File: config.mk
export PLATFORM = sky130hd
export DESIGN_NAME = auth_pwr_seq
export DESIGN_NICKNAME = d
export VERILOG_FILES = /design/src/rtl/auth_pkg.sv /design/src/rtl/rider_off_filter.sv /design/src/rtl/auth_pwr_seq.sv
export SDC_FILE = /design/constraint.sdc
export NUM_CORES = 1
export LEC_CHECK = 0
export ABC_AREA = 1
export BUFFER_PORTS_ARGS = -buffer_cell sky130_fd_sc_hd__buf_2
export CORE_ASPECT_RATIO = 1.5
export CORE_MARGIN = 10
export CORE_UTILIZATION = 45
export CTS_CLUSTER_SIZE = 25
export DETAILED_ROUTE_END_ITERATION = 10
export PLACE_DENSITY = 0.74
export SETUP_SLACK_MARGIN = 0.5
export SLEW_MARGIN = 15
export SYNTH_ARGS = -nofsm -noshare
export SYNTH_HDL_FRONTEND = slang
export SYNTH_SLANG_ARGS = --single-unit
File: constraint.sdc
create_clock -name clk -period 3.4 [get_ports clk]
set_input_delay 0.17 -clock clk [delete_from_list [all_inputs] [get_ports clk]]
set_output_delay 0.17 -clock clk [all_outputs]
set_load 0.01 [all_outputs]
File: src/rtl/auth_pkg.sv
// Shared types and default command bytes for the
// BLE authorisation / power sequencer.
package auth_pkg;

  typedef enum logic [1:0] {
    OFF  = 2'b00,
    PWR1 = 2'b01,
    PWR2 = 2'b10
  } auth_state_t;

  localparam logic [7:0] CMD_GO   = 8'h67;
  localparam logic [7:0] CMD_STOP = 8'h73;

endpackage

File: src/rtl/rider_off_filter.sv
// Rider-off vote + debounce: all sources must report off for
// OFF_DLY consecutive cycles. Ports: clk, rst_n, rider_off[N_SRC], rider_off_q.
module rider_off_filter #(
  parameter int N_SRC   = 2,
  parameter int OFF_DLY = 16
) (
  input  logic             clk,
  input  logic             rst_n,
  input  logic [N_SRC-1:0] rider_off,
  output logic             rider_off_q
);

  localparam int CW = $clog2(OFF_DLY + 1);
  localparam logic [CW-1:0] CMAX = CW'(OFF_DLY);

  logic          all_off;
  logic [CW-1:0] off_cnt;

  assign all_off = &rider_off;

  always_ff @(posedge clk or negedge rst_n) begin
    if (!rst_n) begin
      off_cnt <= '0;
    end else if (!all_off) begin
      off_cnt <= '0;
    end else if (off_cnt != CMAX) begin
      off_cnt <= off_cnt + CW'(1);
    end
  end

  assign rider_off_q = (off_cnt == CMAX);

endmodule

File: src/rtl/auth_pwr_seq.sv
// Command-driven power sequencer with rider-off stop hold and idle
// auto power-down. Ports: clk, rst_n, rx_rdy, rx_data, rider_off,
// clr_rx_rdy, pwr_up, auto_off, state.
module auth_pwr_seq
  import auth_pkg::*;
#(
  parameter logic [7:0] GO_CMD   = CMD_GO,
  parameter logic [7:0] STOP_CMD = CMD_STOP,
  parameter int         N_SRC    = 2,
  parameter int         OFF_DLY  = 16,
  parameter int         IDLE_TMO = 2**24
) (
  input  logic             clk,
  input  logic             rst_n,
  input  logic             rx_rdy,
  input  logic [7:0]       rx_data,
  input  logic [N_SRC-1:0] rider_off,
  output logic             clr_rx_rdy,
  output logic             pwr_up,
  output logic             auto_off,
  output logic [1:0]       state
);

  // A zero timeout still needs a 1-bit counter to stay legal.
  localparam int IW = (IDLE_TMO > 0) ?
                      $clog2(IDLE_TMO + 1) : 1;
  localparam logic [IW-1:0] IMAX  = IW'(IDLE_TMO);
  localparam logic [IW-1:0] ILAST = IW'(IDLE_TMO - 1);
  localparam bit            TMO_EN = (IDLE_TMO != 0);

  auth_state_t   st, nxt;
  logic          rider_off_q;
  logic          go, stop;
  logic          counting, idle_exp;
  logic          auto_nxt;
  logic [IW-1:0] idle_cnt;

  rider_off_filter #(
    .N_SRC  (N_SRC),
    .OFF_DLY(OFF_DLY)
  ) u_filt (
    .clk        (clk),
    .rst_n      (rst_n),
    .rider_off  (rider_off),
    .rider_off_q(rider_off_q)
  );

  // Every byte is consumed, recognised or not.
  assign clr_rx_rdy = rx_rdy;

  assign go   = rx_rdy && (rx_data == GO_CMD);
  assign stop = rx_rdy && (rx_data == STOP_CMD);

  // Any received byte counts as activity.
  assign counting = (st == PWR1) && rider_off_q && !rx_rdy;
  assign idle_exp = TMO_EN && counting &&
                    (idle_cnt == ILAST);

  always_comb begin
    nxt      = st;
    auto_nxt = 1'b0;
    unique case (st)
      OFF: begin
        if (go) nxt = PWR1;
      end
      PWR1: begin
        if (stop) begin
          nxt = rider_off_q ? OFF : PWR2;
        end else if (idle_exp) begin
          nxt      = OFF;
          auto_nxt = 1'b1;
        end
      end
      PWR2: begin
        // GO cancels the pending stop even if rider leaves now.
        if (go)               nxt = PWR1;
        else if (rider_off_q) nxt = OFF;
      end
      default: nxt = OFF;
    endcase
  end

  always_ff @(posedge clk or negedge rst_n) begin
    if (!rst_n) begin
      st       <= OFF;
      pwr_up   <= 1'b0;
      auto_off <= 1'b0;
    end else begin
      st       <= nxt;
      pwr_up   <= (nxt != OFF);
      auto_off <= auto_nxt;
    end
  end

  always_ff @(posedge clk or negedge rst_n) begin
    if (!rst_n) begin
      idle_cnt <= '0;
    end else if (!counting) begin
      idle_cnt <= '0;
    end else if (idle_cnt != IMAX) begin
      idle_cnt <= idle_cnt + IW'(1);
    end
  end

  assign state = st;

endmodule

# Word level (Yosys, flattened, before mapping)
# Index checks and enable logic that the tools add are counted.
[totals]
input_bits = 13
word_cells = 40
out_inout_bits = 5
regBits = 34
[op_classes]
add_sub_neg = 2
reduce_logical = 9
mux = 14
n_eq_ne = 10
[ops]
columns = ["operator", "count"]
rows = [
  ["2-to-1 mux 25 bit", 2],
  ["adder 25 x 1 -> 25 bit, second input constant", 1],
  ["== test 25 x 24 -> 1 bit, second input constant", 1],
  ["!= test 25 bit, second input constant", 1],
  ["== test 8 x 7 -> 1 bit, second input constant", 2],
  ["2-to-1 mux 2 bit", 6],
  ["2-to-1 mux 5 bit", 2],
  ["case mux 2 bit (3 select lines)", 1],
  ["adder 5 x 1 -> 5 bit, second input constant", 1],
  ["== test 5 bit, second input constant", 1],
  ["logical AND 1 bit", 5],
  ["!= test 5 bit, second input constant", 1],
  ["2-to-1 mux 1 bit", 3],
  ["== test 2 x 1 -> 1 bit, second input constant", 1],
  ["== test 2 bit, second input constant", 1],
  ["logical NOT 2 bit", 1],
  ["!= test 2 x 1 -> 1 bit, second input constant", 1],
  ["!= test 2 bit, second input constant", 1],
  ["AND reduction 2 bit", 1],
  ["nonzero test 2 bit", 1],
  ["logical NOT 1 bit", 1],
]

# Longest topological paths before layout
[logic_depth]
ltp_word = 8
mapped_depth = 10

# Hierarchy
# From an unflattened synthesis, not the netlist that was laid out.
[hier_totals]
cells_unflattened = 310
area_unflattened_um2 = 2133.3
[modules_own_cells]
columns = ["mod", "n_inst", "area_each_um2", "cells_per_inst", "seq_area_each_um2"]
rows = [
  ["auth_pwr_seq", 1, 1843.0, 273, 725.7],
  ["rider_off_filter", 1, 290.3, 37, 125.1],
]

# Worst setup path after synthesis
# Ideal clock, no wire load.
[synth_timing]
kind = "register to register"
from = "register idle_cnt[0]"
to = "register pwr_up"
required_ns = 3.272
stages_incl_launch_ff = 11
slack_ns = 1.984
setup_ns = 0.128
n_path_buf = 0
t_arrival_ns = 1.288
cell_sequence = "dfrtp_1 -> ha_1 -> nand2_1 -> nor2_2 -> nand2_4 -> clkinv_2 -> nand2_2 -> nor2_1 -> nand2_1 -> o21ai_2 -> nand3_1"
[synth_between]
elab_chain_len = 6
[synth_lines]
columns = ["element", "line", "text"]
rows = [
  ["from (decl)", "auth_pwr_seq.sv:36", "logic [IW-1:0] idle_cnt;"],
  ["from (signal assigned)", "auth_pwr_seq.sv:101", "idle_cnt <= idle_cnt + IW'(1);"],
  ["== test 25 x 24 -> 1 bit", "auth_pwr_seq.sv:57", "(idle_cnt == ILAST);"],
  ["logical AND 1 bit", "auth_pwr_seq.sv:56", "assign idle_exp = TMO_EN && counting &&"],
  ["2-to-1 mux 2 bit", "auth_pwr_seq.sv:69", "end else if (idle_exp) begin"],
  ["2-to-1 mux 2 bit", "auth_pwr_seq.sv:67", "if (stop) begin"],
  ["case mux 2 bit (3 select lines)", "auth_pwr_seq.sv:62", "unique case (st)"],
  ["nonzero test 2 bit", "auth_pwr_seq.sv:90", "pwr_up <= (nxt != OFF);"],
  ["to (signal assigned)", "auth_pwr_seq.sv:90", ""],
  ["to (decl)", "auth_pwr_seq.sv:19", "output logic pwr_up,"],
]
# No other way between the ends.
# A chain may end at the register's enable or synchronous reset.

# Worst setup path after layout
[layout_timing]
from = "register u_filt.off_cnt[0]"
to = "register idle_cnt[14]"
[layout_between]
elab_chain_len = 4
elab_cells_between_ends = 5
classes_between = "2 x eq/ne; 1 x mux; 2 x reduce/logical"
[layout_lines]
columns = ["element", "line", "text"]
rows = [
  ["from (decl)", "rider_off_filter.sv:17", "logic [CW-1:0] off_cnt;"],
  ["from (signal assigned)", "rider_off_filter.sv:27", "off_cnt <= off_cnt + CW'(1);"],
  ["== test 5 bit *", "rider_off_filter.sv:31", "assign rider_off_q = (off_cnt == CMAX);"],
  ["logical AND 1 bit * (2 in series)", "auth_pwr_seq.sv:55", "assign counting = (st == PWR1) && rider_off_q && !rx_rdy;"],
  ["!= test 2 x 1 -> 1 bit (no line) or 2-to-1 mux 25 bit (tied branches)", "--", ""],
]
# Every way passes the cells marked *; elsewhere a longest branch is shown, timed or not.

==> impl_metrics.json <==
{
  "status": "finished, final reports clean",
  "maxSlewViolCount": 0,
  "grt_pass1_vias": 1722,
  "cp_max_fo": 19,
  "relSlewSlack_pct": 49.5,
  "synth-compound-area-share_pct": 7.51,
  "die_h_microns": 103,
  "h-tree-depth": 2,
  "synth-simple-area-share_pct": 36.8,
  "period_needed_ns": 1.62,
  "synth_top_family_by_area": "simple AND/OR/NAND/NOR gates",
  "grt-ovfl-total": 0,
  "grt_first_pass_wirelength_microns": 7480,
  "grt_max_degree": 35,
  "place_inst": 333,
  "crit_arrival_ns": 1.79,
  "gp_congestion": 0.895,
  "antenna_found_initial": 0,
  "synth_fa_ha_area_share_pct": 2.44,
  "dieArea_sq_um": 7710,
  "avgSynthCellArea_sq_um": 7.53,
  "start_kind": "flip-flop",
  "syn-num-nets": 289,
  "core.rowCount": 30,
  "antenna_cells": 0,
  "p_leak_nw": 1.05,
  "drive_gt1_share_pct": 18.8,
  "cts_buffers": 5,
  "final_hold_viol_count": 0,
  "cp.depth": 8,
  "wl_met2_microns": 2370,
  "m1WireLength_microns": 1680,
  "yosysTopAreaCellShare_pct": 41.5,
  "antenna_left": 0,
  "initialDrtViolationCount": 192,
  "synth_top_area_cell": "dfrtp_1",
  "synth.most_common_cell": "nand2_1",
  "synth_xor_area_share_pct": 2.56,
  "syn_area_sq_um": 2050,
  "ys_warn_count": 0,
  "min_path_cells": 3,
  "cts_buffer_depth": 2,
  "cts_resized": 0,
  "synth_edf_count": 0,
  "power.total_uw": 730,
  "vias": 1782,
  "netlist_top_cells_area": "dfrtp_1 42%, nand2_1 9.5%, nor2_1 7.1%",
  "yosys.cell_types.count": 30,
  "cp.required_ns": 3.57,
  "post-cts-setup-buffers": 0,
  "synthCells": 272,
  "final_cell_count_no_fill": 341,
  "crit_path_end_kind": "flip-flop",
  "synth_seq_cells": 34,
  "avgRoutedWirePerCell_microns": 12.7,
  "path_clk_slew_ns": 0.07,
  "fin_skew_ns": 0.00987,
  "cp_slowest_cell": "dfrtp_1",
  "rsz0062_at_grt": "false",
  "maxUsedRoutingLayer": "met4",
  "max_cap_viol_count": 0,
  "io_buffers": 17,
  "syn_to_final_growth_pct": 10.0,
  "cpMostUsedCell": "inv_1",
  "pwr_density_cell_nw_per_um2": 324,
  "cp_top_family": "flip-flops",
  "muxShareOfSynthArea_pct": 0,
  "yosysSeqAreaShare_pct": 41.5,
  "min_path_type": "primary input to flip-flop",
  "synthArstFlopShare_pct": 100,
  "core_sq_um": 4470,
  "vias_per_cell": 5.23,
  "critical_path_buf_inv_count": 3,
  "worst_skew_pair.late_latency_ns": 0.29,
  "slowest_delay_ns": 0.39,
  "min_period_over_period_pct": 47.7,
  "r2r_cells": 8,
  "start_util_pct": 45.9,
  "remaining_drc_errors": 0,
  "top_level_ports": 18,
  "max_freq_mhz": 617,
  "cts.sinks": 34,
  "synth_common_cells": "52 x nand2_1, 39 x nor2_1, 35 x inv_1, 34 x dfrtp_1, 22 x nand3_1",
  "crit_type": "flip-flop to flip-flop",
  "tritoncts": "done",
  "hpwl_microns": 3370,
  "die_w_microns": 75.1,
  "final.setup.tns_ns": 0,
  "tightest_slew_ns": 0.758,
  "ys.flop_type": "dfrtp_1",
  "routed_wl_microns": 4330,
  "finish.net_count": 310,
  "grtUsageTotal_pct": 12.4,
  "hold_ws_ns": 0.181,
  "wl_met3_microns": 138,
  "path_cells": "inv_1 -> ha_1 -> nand3_2 -> inv_1 -> nand2_4 -> clkinv_2 -> o21ai_1 -> a21oi_1",
  "cts_root_buf": "clkbuf_8",
  "firstDrtPassIters": 4,
  "setup_viol_count_final": 0,
  "peakVddDrop_uv": 181
}
==> final cells by class <==
cell class              count  area, sq um
inverters                  42          160
repair buffers             18         95.1
well taps                  48         60.1
fillers                   434         2210
clock buffers               5         68.8
multi-input cells         192         1010
flip-flops and latches     34          851
clock inverters             2         10.0
==> state kept, by name, indices dropped and copies added, names as in the netlist <==
| signal | count |
|---|---|
| idle_cnt | 25 |
| pwr_up | 1 |
| auto_off | 1 |
| state | 2 |
| u_filt.off_cnt | 5 |
==> path summary, 6_finish.rpt <==
check / startpoint / end / slack, ns
min: rider_off[1] / u_filt.off_cnt[4]$_DFFE_PN0P_ / 0.18
min reg2reg: idle_cnt[6]$_DFFE_PN0P_ / idle_cnt[6]$_DFFE_PN0P_ / 0.52
max: u_filt.off_cnt[0]$_DFFE_PN0P_ / idle_cnt[14]$_DFFE_PN0P_ / 1.78
min in group asynchronous: rst_n / u_filt.off_cnt[4]$_DFFE_PN0P_ / 0.51
max in group asynchronous: rst_n / idle_cnt[0]$_DFFE_PN0P_ / 2.41
max reg2reg: u_filt.off_cnt[0]$_DFFE_PN0P_ / idle_cnt[14]$_DFFE_PN0P_ / 1.78
==> cells in the final DEF, fill, tap and decap left out, types with 2 or more instances in the layout <==
| cell | instances |
|---|---|
| nand2_1 | 52 |
| nor2_1 | 39 |
| inv_1 | 35 |
| dfrtp_1 | 34 |
| nand3_1 | 22 |
| buf_2 | 17 |
| a21oi_1 | 13 |
| nand4_1 | 10 |
| nor3_1 | 8 |
| o21ai_0 | 7 |
| nor2_2 | 6 |
| nand2_2 | 6 |
| inv_2 | 5 |
| xor2_1 | 5 |
| clkbuf_8 | 5 |
| clkinv_2 | 4 |
| o21ai_1 | 4 |
| ha_1 | 4 |
| nor2_4 | 3 |
| nor3_2 | 3 |
| nand2_4 | 2 |
==> logic make-up after synthesis <==
family                     Yosys count
and+or+nand+nor                    154
buffers and inverters               46
DFF                                 34
AOI/OAI and AO/OA                   28
xor gates and xnor gates             6
adders and majority gates            4
==> power by group <==
part | internal (mW) | leakage, nW | total (mW) | switching [mW]
registers | 0.409 | 0.466 | 0.412 | 0.00277
clock network | 0.137 | 0.0438 | 0.278 | 0.141
logic | 0.0147 | 0.536 | 0.0394 | 0.0247
total | 0.561 | 1.05 | 0.730 | 0.169
==> per-layer routing <==
| metal | vias to the layer above | global-route usage (%) |
|---|---|---|
| met5 | - | 0 |
| met4 | 0 | 7.60 |
| met3 | 12 | 2.12 |
| met2 | 33 | 22.3 |
| met1 | 817 | 12.9 |
| li1 | 920 | - |
==> worst min-delay path, cell delays in order <==
cell     delay, ns
buf_2         0.09
nand2_1       0.11
nor2_1        0.06
==> metrics by stage <==
| stage | util, % | setup slack [ns] | cell area [sq um] |
|---|---|---|---|
| 3_5_place_dp | 48.5 | 1.76 | 2170 |
| 4_1_cts | 50.5 | 1.77 | 2250 |
| 5_1_grt | 50.5 | 1.65 | 2250 |
| 6_report | 50.5 | 1.78 | 2250 |
| 2_1_floorplan | - | 1.98 | 2050 |
| 3_3_place_gp | 48.5 | 1.83 | 2170 |
==> what timing repair did <==
| item | in CTS | in global routing |
|---|---|---|
| hold buffers | 1 | 0 |
| setup endpoints to repair | 0 | 0 |
| hold endpoints to repair | 34 | 0 |
Power figures use the tool's default switching activity.
